[src/rtl/rhd_cmd_sequencer.sv]
// Per-frame command scheduler for the RHD SPI engine: CONVERT slots, FIFO-fed aux slots, batch counting.
// Optional macro RHD_SEQ_CAL_EN adds a CALIBRATE preamble on each IDLE->active transition.
module rhd_cmd_sequencer #(
  parameter int          NUM_CH    = 32,
  parameter int          NUM_AUX   = 3,
  parameter int          CFG_DEPTH = 8,
  parameter logic [15:0] DUMMY_CMD = 16'hE800
) (
  input  logic                         aclk,
  input  logic                         aresetn,
  input  logic                         enable,
  input  logic [15:0]                  packet_len,
  input  logic                         cfg_wr,
  input  logic [15:0]                  cfg_data,
  output logic                         cfg_full,
  output logic [$clog2(CFG_DEPTH):0]   cfg_level,
  output logic                         cfg_drop,
  output logic                         spi_cmd_valid,
  input  logic                         spi_cmd_ready,
  output logic [15:0]                  spi_cmd_data,
  output logic [5:0]                   spi_cmd_slot,
  output logic                         frame_start,
  output logic                         batch_done,
  output logic [15:0]                  frame_cnt,
  output logic                         busy
);
  localparam int LW  = $clog2(CFG_DEPTH);
  localparam int LVW = LW + 1;
  localparam logic [5:0] LAST_SLOT = 6'(NUM_CH + NUM_AUX - 1);

`ifdef RHD_SEQ_CAL_EN
  typedef enum logic [1:0] {S_IDLE, S_FRAME, S_CAL} state_t;
  logic [3:0] cal_cnt_q, cal_cnt_d;
`else
  typedef enum logic [1:0] {S_IDLE, S_FRAME} state_t;
`endif

  state_t          state_q, state_d;
  logic            valid_q, valid_d;
  logic [5:0]      slot_q, slot_d;
  logic [15:0]     data_q, data_d;
  logic            used_q, used_d;
  logic            frame_start_q, frame_start_d;
  logic [15:0]     frame_cnt_q, frame_cnt_d;
  logic [15:0]     len_q, len_d;
  logic            cfg_drop_q, cfg_drop_d;
  logic [LW-1:0]   rd_ptr_q, rd_ptr_d, wr_ptr_q, wr_ptr_d, rd_ptr_inc;
  logic [LVW-1:0]  level_q, level_d;
  logic [15:0]     mem [CFG_DEPTH];

  logic            hs, pop, push_ok, head_avail, batch_hit, load;
  logic [15:0]     head_data, len_latch;
  logic [16:0]     cnt_inc;
  logic [5:0]      next_slot;

  assign hs         = valid_q & spi_cmd_ready;
  assign pop        = hs & used_q;
  assign push_ok    = cfg_wr & ((level_q != LVW'(CFG_DEPTH)) | pop);
  assign rd_ptr_inc = rd_ptr_q + 1'b1;
  // The head seen by a newly presented aux slot accounts for this cycle's pop but not its push.
  assign head_avail = pop ? (level_q >= LVW'(2)) : (level_q >= LVW'(1));
  assign head_data  = pop ? mem[rd_ptr_inc] : mem[rd_ptr_q];
  assign len_latch  = (packet_len == 16'd0) ? 16'd1 : packet_len;
  assign cnt_inc    = {1'b0, frame_cnt_q} + 17'd1;
  assign batch_hit  = hs && (state_q == S_FRAME) && (slot_q == LAST_SLOT) &&
                      (cnt_inc == {1'b0, len_q});

  always_comb begin
    state_d       = state_q;
    valid_d       = valid_q;
    slot_d        = slot_q;
    data_d        = data_q;
    used_d        = used_q;
    frame_start_d = 1'b0;
    frame_cnt_d   = frame_cnt_q;
    len_d         = len_q;
    load          = 1'b0;
    next_slot     = '0;
`ifdef RHD_SEQ_CAL_EN
    cal_cnt_d     = cal_cnt_q;
`endif
    case (state_q)
      S_IDLE: begin
        if (enable) begin
          len_d = len_latch;
`ifdef RHD_SEQ_CAL_EN
          state_d   = S_CAL;
          valid_d   = 1'b1;
          slot_d    = 6'd63;
          data_d    = 16'h5500;
          used_d    = 1'b0;
          cal_cnt_d = 4'd0;
`else
          state_d = S_FRAME;
          load    = 1'b1;
`endif
        end
      end
`ifdef RHD_SEQ_CAL_EN
      S_CAL: begin
        if (hs) begin
          if (cal_cnt_q == 4'd9) begin
            if (enable) begin
              state_d = S_FRAME;
              load    = 1'b1;
            end else begin
              state_d = S_IDLE;
              valid_d = 1'b0;
            end
          end else begin
            cal_cnt_d = cal_cnt_q + 4'd1;
            data_d    = DUMMY_CMD;
          end
        end
      end
`endif
      S_FRAME: begin
        if (hs) begin
          if (slot_q == LAST_SLOT) begin
            frame_cnt_d = cnt_inc[15:0];
            if (batch_hit) begin
              frame_cnt_d = 16'd0;
              len_d       = len_latch;
            end
            if (enable) begin
              load = 1'b1;
            end else begin
              state_d     = S_IDLE;
              valid_d     = 1'b0;
              used_d      = 1'b0;
              frame_cnt_d = 16'd0;
            end
          end else begin
            load      = 1'b1;
            next_slot = slot_q + 6'd1;
          end
        end
      end
      default: state_d = S_IDLE;
    endcase

    if (load) begin
      valid_d       = 1'b1;
      slot_d        = next_slot;
      frame_start_d = (next_slot == 6'd0);
      if (int'(next_slot) < NUM_CH) begin
        data_d = {2'b00, next_slot, 8'h00};
        used_d = 1'b0;
      end else if (head_avail) begin
        data_d = head_data;
        used_d = 1'b1;
      end else begin
        data_d = DUMMY_CMD;
        used_d = 1'b0;
      end
    end
  end

  assign rd_ptr_d   = pop ? rd_ptr_inc : rd_ptr_q;
  assign wr_ptr_d   = push_ok ? (wr_ptr_q + 1'b1) : wr_ptr_q;
  assign level_d    = level_q + LVW'(push_ok) - LVW'(pop);
  assign cfg_drop_d = cfg_wr & ~push_ok;

  always_ff @(posedge aclk) begin
    if (!aresetn) begin
      state_q       <= S_IDLE;
      valid_q       <= 1'b0;
      slot_q        <= '0;
      data_q        <= '0;
      used_q        <= 1'b0;
      frame_start_q <= 1'b0;
      frame_cnt_q   <= '0;
      len_q         <= 16'd1;
      cfg_drop_q    <= 1'b0;
      rd_ptr_q      <= '0;
      wr_ptr_q      <= '0;
      level_q       <= '0;
`ifdef RHD_SEQ_CAL_EN
      cal_cnt_q     <= '0;
`endif
    end else begin
      state_q       <= state_d;
      valid_q       <= valid_d;
      slot_q        <= slot_d;
      data_q        <= data_d;
      used_q        <= used_d;
      frame_start_q <= frame_start_d;
      frame_cnt_q   <= frame_cnt_d;
      len_q         <= len_d;
      cfg_drop_q    <= cfg_drop_d;
      rd_ptr_q      <= rd_ptr_d;
      wr_ptr_q      <= wr_ptr_d;
      level_q       <= level_d;
`ifdef RHD_SEQ_CAL_EN
      cal_cnt_q     <= cal_cnt_d;
`endif
    end
  end

  // Storage has no reset; the pointers alone define what is valid.
  always_ff @(posedge aclk) begin
    if (push_ok) mem[wr_ptr_q] <= cfg_data;
  end

  assign cfg_full      = (level_q == LVW'(CFG_DEPTH));
  assign cfg_level     = level_q;
  assign cfg_drop      = cfg_drop_q;
  assign spi_cmd_valid = valid_q;
  assign spi_cmd_data  = data_q;
  assign spi_cmd_slot  = slot_q;
  assign frame_start   = frame_start_q;
  assign batch_done    = batch_hit & aresetn;
  assign frame_cnt     = frame_cnt_q;
  assign busy          = (state_q != S_IDLE);
endmodule

[config.mk]
export PLATFORM = sky130hd
export DESIGN_NAME = rhd_cmd_sequencer
export DESIGN_NICKNAME = d
export VERILOG_FILES = /design/src/rtl/rhd_cmd_sequencer.sv
export SDC_FILE = /design/constraint.sdc
export NUM_CORES = 1
export LEC_CHECK = 0
export ABC_AREA = 1
export BUFFER_PORTS_ARGS = -buffer_cell sky130_fd_sc_hd__buf_2
export CAP_MARGIN = 40
export CORE_MARGIN = 1.5
export CORE_UTILIZATION = 65
export DETAILED_ROUTE_END_ITERATION = 8
export PLACE_DENSITY = 0.95
export RECOVER_POWER = 100
export SYNTH_ARGS = -nofsm -noshare
export SYNTH_HDL_FRONTEND = slang
export SYNTH_SLANG_ARGS = --single-unit
export TNS_END_PERCENT = 20
[constraint.sdc]
create_clock -name aclk -period 5.25 [get_ports aclk]
set_clock_uncertainty 0.1 [all_clocks]
set_input_delay 1.05 -clock aclk [delete_from_list [all_inputs] [get_ports aclk]]
set_output_delay 1.05 -clock aclk [all_outputs]
set_load 0.02 [all_outputs]
# Yosys cells after proc, flatten, opt, wreduce, memory -nomap -nowiden
# Memory sizes are Yosys's and may differ from the RTL's. A register that Yosys moved wholly into a read port is not among the register bits.
# Cells that the tools add are included.
[word_totals]
register_bits = 70
latch_bits = 0
ramBits = 128
rom_bits = 0
memories = 1
[memory_table]
columns = ["name", "words", "word_bits", "read_ports", "rd_ports_with_merged_regs", "wr", "line_no", "text"]
rows = [
  ["mem", 8, 16, 2, 1, 1, "49", "logic [15:0] mem [CFG_DEPTH];"],
]
[classes]
n_addsub = 6
multipliers = 0
n_div = 0
order_cmp = 3
n_eq_ne = 11
n_shift = 0
mux = 36
bitwise = 7
n_reduce_logical = 16
[ops]
columns = ["op", "count"]
rows = [
  ["two-way mux 16 bit", 10],
  ["one-hot mux 16 bit (2 select lines)", 1],
  ["two-way mux 6 bit", 3],
  ["adder 16 x 1 -> 17 bit, second input constant", 1],
  ["equality test 17 x 16 -> 1 bit", 1],
  ["logical NOT 16 bit", 1],
  ["two-way mux 1 bit", 14],
  ["nonzero test 2 bit", 5],
  ["two-way mux 2 bit", 4],
  ["!= test 2 bit, second input constant", 4],
  ["AND reduction 4 bit", 2],
  ["adder 3 x 1 -> 3 bit, second input constant", 2],
  ["adder 6 x 1 -> 6 bit, second input constant", 1],
  ["equality test 6 bit, second input constant", 1],
  ["logical NOT 6 bit", 1],
  ["less-than comparator 6 bit, second input constant", 1],
  ["two-way mux 3 bit", 2],
  ["AND 1 bit", 5],
  ["AND reduction 5 bit", 1],
  ["adder 4 x 1 -> 4 bit", 1],
  ["equality test 4 bit, second input constant", 1],
  ["greater-or-equal comparator 4 x 1 -> 1 bit, second input constant", 1],
  ["greater-or-equal comparator 4 x 2 -> 1 bit, second input constant", 1],
  ["!= test 2 x 1 -> 1 bit, second input constant", 2],
  ["other kinds (11)", 13],
]

# Longest topological paths before layout
[logic_depth]
word_depth = 8
ltp_mapped = 17
mapped_depth_nobuf = 16

# Worst setup path before layout
# OpenSTA, ideal clock, no wires.
[synth_timing]
path_type = "reg-to-output"
startpoint = "register frame_cnt_q[0], in the netlist frame_cnt[0]"
endpoint = "output batch_done"
arrival_time_ps = 2138
t_required_ps = 4100
slack_ps = 1962
path_stages_with_launch = 10
path_buffers = 0
path_cell_list = "dfxtp_1 -> ha_1 -> nand2_1 -> nor2_2 -> nand3_1 -> xnor2_1 -> o22ai_1 -> nor2_1 -> nand3_1 -> nor3_1"
[synth_between]
elab_chain_cells = 4
[synth_rtl]
columns = ["element", "line_no", "text"]
rows = [
  ["start, declared", "44", "logic [15:0] frame_cnt_q, frame_cnt_d;"],
  ["start signal, assigned", "188", "frame_cnt_q <= frame_cnt_d;"],
  ["adder 16 x 1 -> 17 bit", "64", "assign cnt_inc = {1'b0, frame_cnt_q} + 17'd1;"],
  ["equality test 17 x 16 -> 1 bit", "66", "(cnt_inc == {1'b0, len_q});"],
  ["logical AND 1 bit", "65", "assign batch_hit = hs && (state_q == S_FRAME) && (slot_q == LAST_SLOT) &&"],
  ["AND 1 bit", "212", "assign batch_done = batch_hit & aresetn;"],
  ["end, declared", "23", "output logic batch_done,"],
]
# Every way passes these cells.

# Worst setup path in the final report
[layout_timing]
startpoint = "register rd_ptr_q[0]"
endpoint = "register data_q[15], in the netlist spi_cmd_data[15]"
[layout_between]
elab_chain_cells = 5
[layout_rtl]
columns = ["element", "line_no", "text"]
rows = [
  ["start, declared", "47", "logic [LW-1:0] rd_ptr_q, rd_ptr_d, wr_ptr_q, wr_ptr_d, rd_ptr_inc;"],
  ["start signal, assigned", "191", "rd_ptr_q <= rd_ptr_d;"],
  ["adder 3 x 1 -> 3 bit", "59", "assign rd_ptr_inc = rd_ptr_q + 1'b1;"],
  ["net rd_ptr_inc[1]", "47", ""],
  ["memory (8 x 16 bit)", "-", ""],
  ["two-way mux 16 bit", "62", "assign head_data = pop ? mem[rd_ptr_inc] : mem[rd_ptr_q];"],
  ["two-way mux 16 bit", "149", "end else if (head_avail) begin"],
  ["two-way mux 16 bit", "146", "if (int'(next_slot) < NUM_CH) begin"],
  ["end signal, assigned", "185", "data_q <= data_d;"],
  ["end, declared", "41", "logic [15:0] data_q, data_d;"],
]
# The timed path passes the listed nets, and every way through them passes these cells.
# A chain may end at the register's enable or synchronous reset.

==> out/qor.yml <==
placement:
  place_ws_ns: 1.56
  portBuffers: 84
  dp.cells: 1443
  dp_hpwl_um: 18500
  gp_congestion: 0.924
  place_area_mm2: 0.0107
worst_setup_path:
  worstPathRequired_ns: 5.41
  worstPathArrival_ns: 4.62
  cp-start-kind: "flop"
  cp_max_fo: 51
  crit_type: "reg2reg"
  r2r_cells: 9
  cp-end-kind: "flop"
clocking:
  clk_pin_slew_ns: 0.07
  cts_buffers: 17
  cts_root_buf: "clkbuf_16"
  clkLatencyLatePin_ns: 0.45
  cts_hold_buf: 0
  cts_resized: 0
  cts_tree: "done"
  clock_path_buffers: 2
  h-tree-depth: 4
  cts_sinks: 200
  cts_setup_buffers: 0
logic_synthesis:
  synth-edff-count: 128
  synth_fp_nets: 1263
  synth_area_mm2: 0.0101
  yosysTopAreaCellShare_pct: 38.0
  synth_area_leader_cell: "edfxtp_1"
  synth_flop_cell: "edfxtp_1"
  async_reset_ff_share_pct: 0
  syn_avg_cell_area_um2: 8.33
  synth_cell_types: 44
  ys_seq_elements: 200
  ys_seq_area_share_pct: 52.2
  synth-warning-count: 0
  ys_top_cells_by_area: "edfxtp_1 (38%), dfxtp_1 (14%), nand2_1 (9.2%)"
  synthCells: 1214
route:
  wl_per_cell_um: 19.3
  via_per_inst: 6.49
  firstDrtPassIters: 8
  wirelength_um: 28500
  drt_iter0_drc: 1498
  postRouteAntennaNets: 0
  drc: 0
  vias: 9573
floorplanning:
  rows: 45
  die_w_um: 128
  core_mm2: 0.0152
  die_h_um: 128
  num_io_pins: 85
  die-area_mm2: 0.0163
  start_util_pct: 66.6
grt:
  grt_pass1_wl_um: 44800
  grt_overflow: 0
  track_usage_pct: 35.6
  grt_max_degree: 79
  antenna_found_initial: 0
  first_global_vias: 8868
timing:
  fin_crit_ns: 4.46
  fin_ws_ns: 0.787
  hold_viol_final: 0
  timing.fmax_ghz: 0.224
  slew_viol_final: 85
  worst_pin_slew_ns: 1.71
  final-setup-viol-count: 0
  slew-limit-headroom_pct: -13.8
  tns_ns: 0
  post-route-period-util_pct: 85.0
  rsz0062_at_grt: "no"
final_layout:
  fin_area_mm2: 0.0111
  layout-drive-gt1-share_pct: 6.14
  diodes: 0
  final_cell_mix: "nand2_1 (249), a21oi_1 (129), edfxtp_1 (128), nor2_1 (127), o21ai_0 (120)"
  area_delta_synth_final_pct: 9.71
  stdcell_count: 1475
  fin_nets: 1323
  final_common_cell: "nand2_1"
pwr:
  p_total_w: 0.00346
  max-vdd-ir-drop_uv: 301
  cellPowerDensity_mw_per_mm2: 312
  power.leakage_nw: 4.14
min_path:
  hp-class: "reg2reg"
  hold_depth: 2
job:
  cap_viol_max_count: 2
run_status:
  violations: "max-capacitance violations, max-slew violations"
  outcome: "complete, but fails checks"
==> kinds of logic after synthesis <==
kind of cell               after synthesis  share of synthesized area, %
and+or+nand+nor                        516                          22.2
buffers and inverters                  175                          6.68
DFF                                    200                          52.2
adders and majority gates               12                          1.56
xor gates and xnor gates                 9                          1.05
AOI/OAI and AO/OA                      302                          16.2
==> power breakdown <==
part,internal [W],switching (W),total (W)
combinational,0.000111,0.000266,0.000377
clock,0.000666,0.000616,0.00128
sequential,0.00176,0.0000442,0.00180
==> sequential cells by signal (all words and copies together) (netlist names), named ones only <==
name / count
spi_cmd_data: 16
used_q: 1
spi_cmd_slot: 6
state_q: 1
cfg_drop: 1
rd_ptr_q: 3
wr_ptr_q: 3
cfg_level: 4
frame_cnt: 16
mem: 128
len_q: 16
frame_start: 1
spi_cmd_valid: 1
==> cell usage after synthesis (10+ instances only) <==
master and count:
o211ai_1 10, nand3_1 81, o21ai_0 120, clkbuf_1 55, dfxtp_1 72, ha_1 11, edfxtp_1 128, nand2_1 247
nand4_1 18, inv_1 105, a21oi_1 129, nor2_1 126, a31oi_1 12, nand3b_1 13
==> worst max-delay path, stage by stage (launching register included) <==
cell	delay, ns
dfxtp_1	0.31
buf_4	0.48
ha_1	1.41
inv_1	0.92
a21oi_1	0.30
o21ai_0	0.15
nand2_1	0.14
o2111ai_1	0.22
nand2_1	0.12
a21oi_1	0.06
==> routing by layer <==
metal	up-vias	global-route usage, %	wire [um]
li1	4287	-	-
met1	4282	44.5	9820
met2	827	57.2	13200
met3	177	7.68	3890
met4	0	20.8	1640
met5	-	0	0
==> metrics by stage <==
step | utilization, % | hold WS (ns)
3_5_place_dp | 70.2 | 0.365
3_3_place_gp | 70.2 | 0.356
6_report | 73.0 | 0.374
4_1_cts | 74.0 | 0.376
2_1_floorplan | - | 0.343
5_1_grt | 73.0 | 0.402
==> path summary, 6_finish.rpt <==
kind / to / start / slack, ns
max: spi_cmd_data[15] / rd_ptr_q[0] / 0.79
min: spi_cmd_data[11] / spi_cmd_data[11] / 0.37
max reg2reg: spi_cmd_data[15] / rd_ptr_q[0] / 0.79
min reg2reg: spi_cmd_data[11] / spi_cmd_data[11] / 0.37
==> area by class of cell <==
class                   count  area, um^2
flip-flops and latches    200        5290
inverters                 111         417
clock buffers              18         429
repair buffers            105         454
multi-input cells         839        4140
fillers                  1036        4100
clock inverters            14         138
well taps                 188         235
Note: power is estimated with default switching activity, not from simulation.
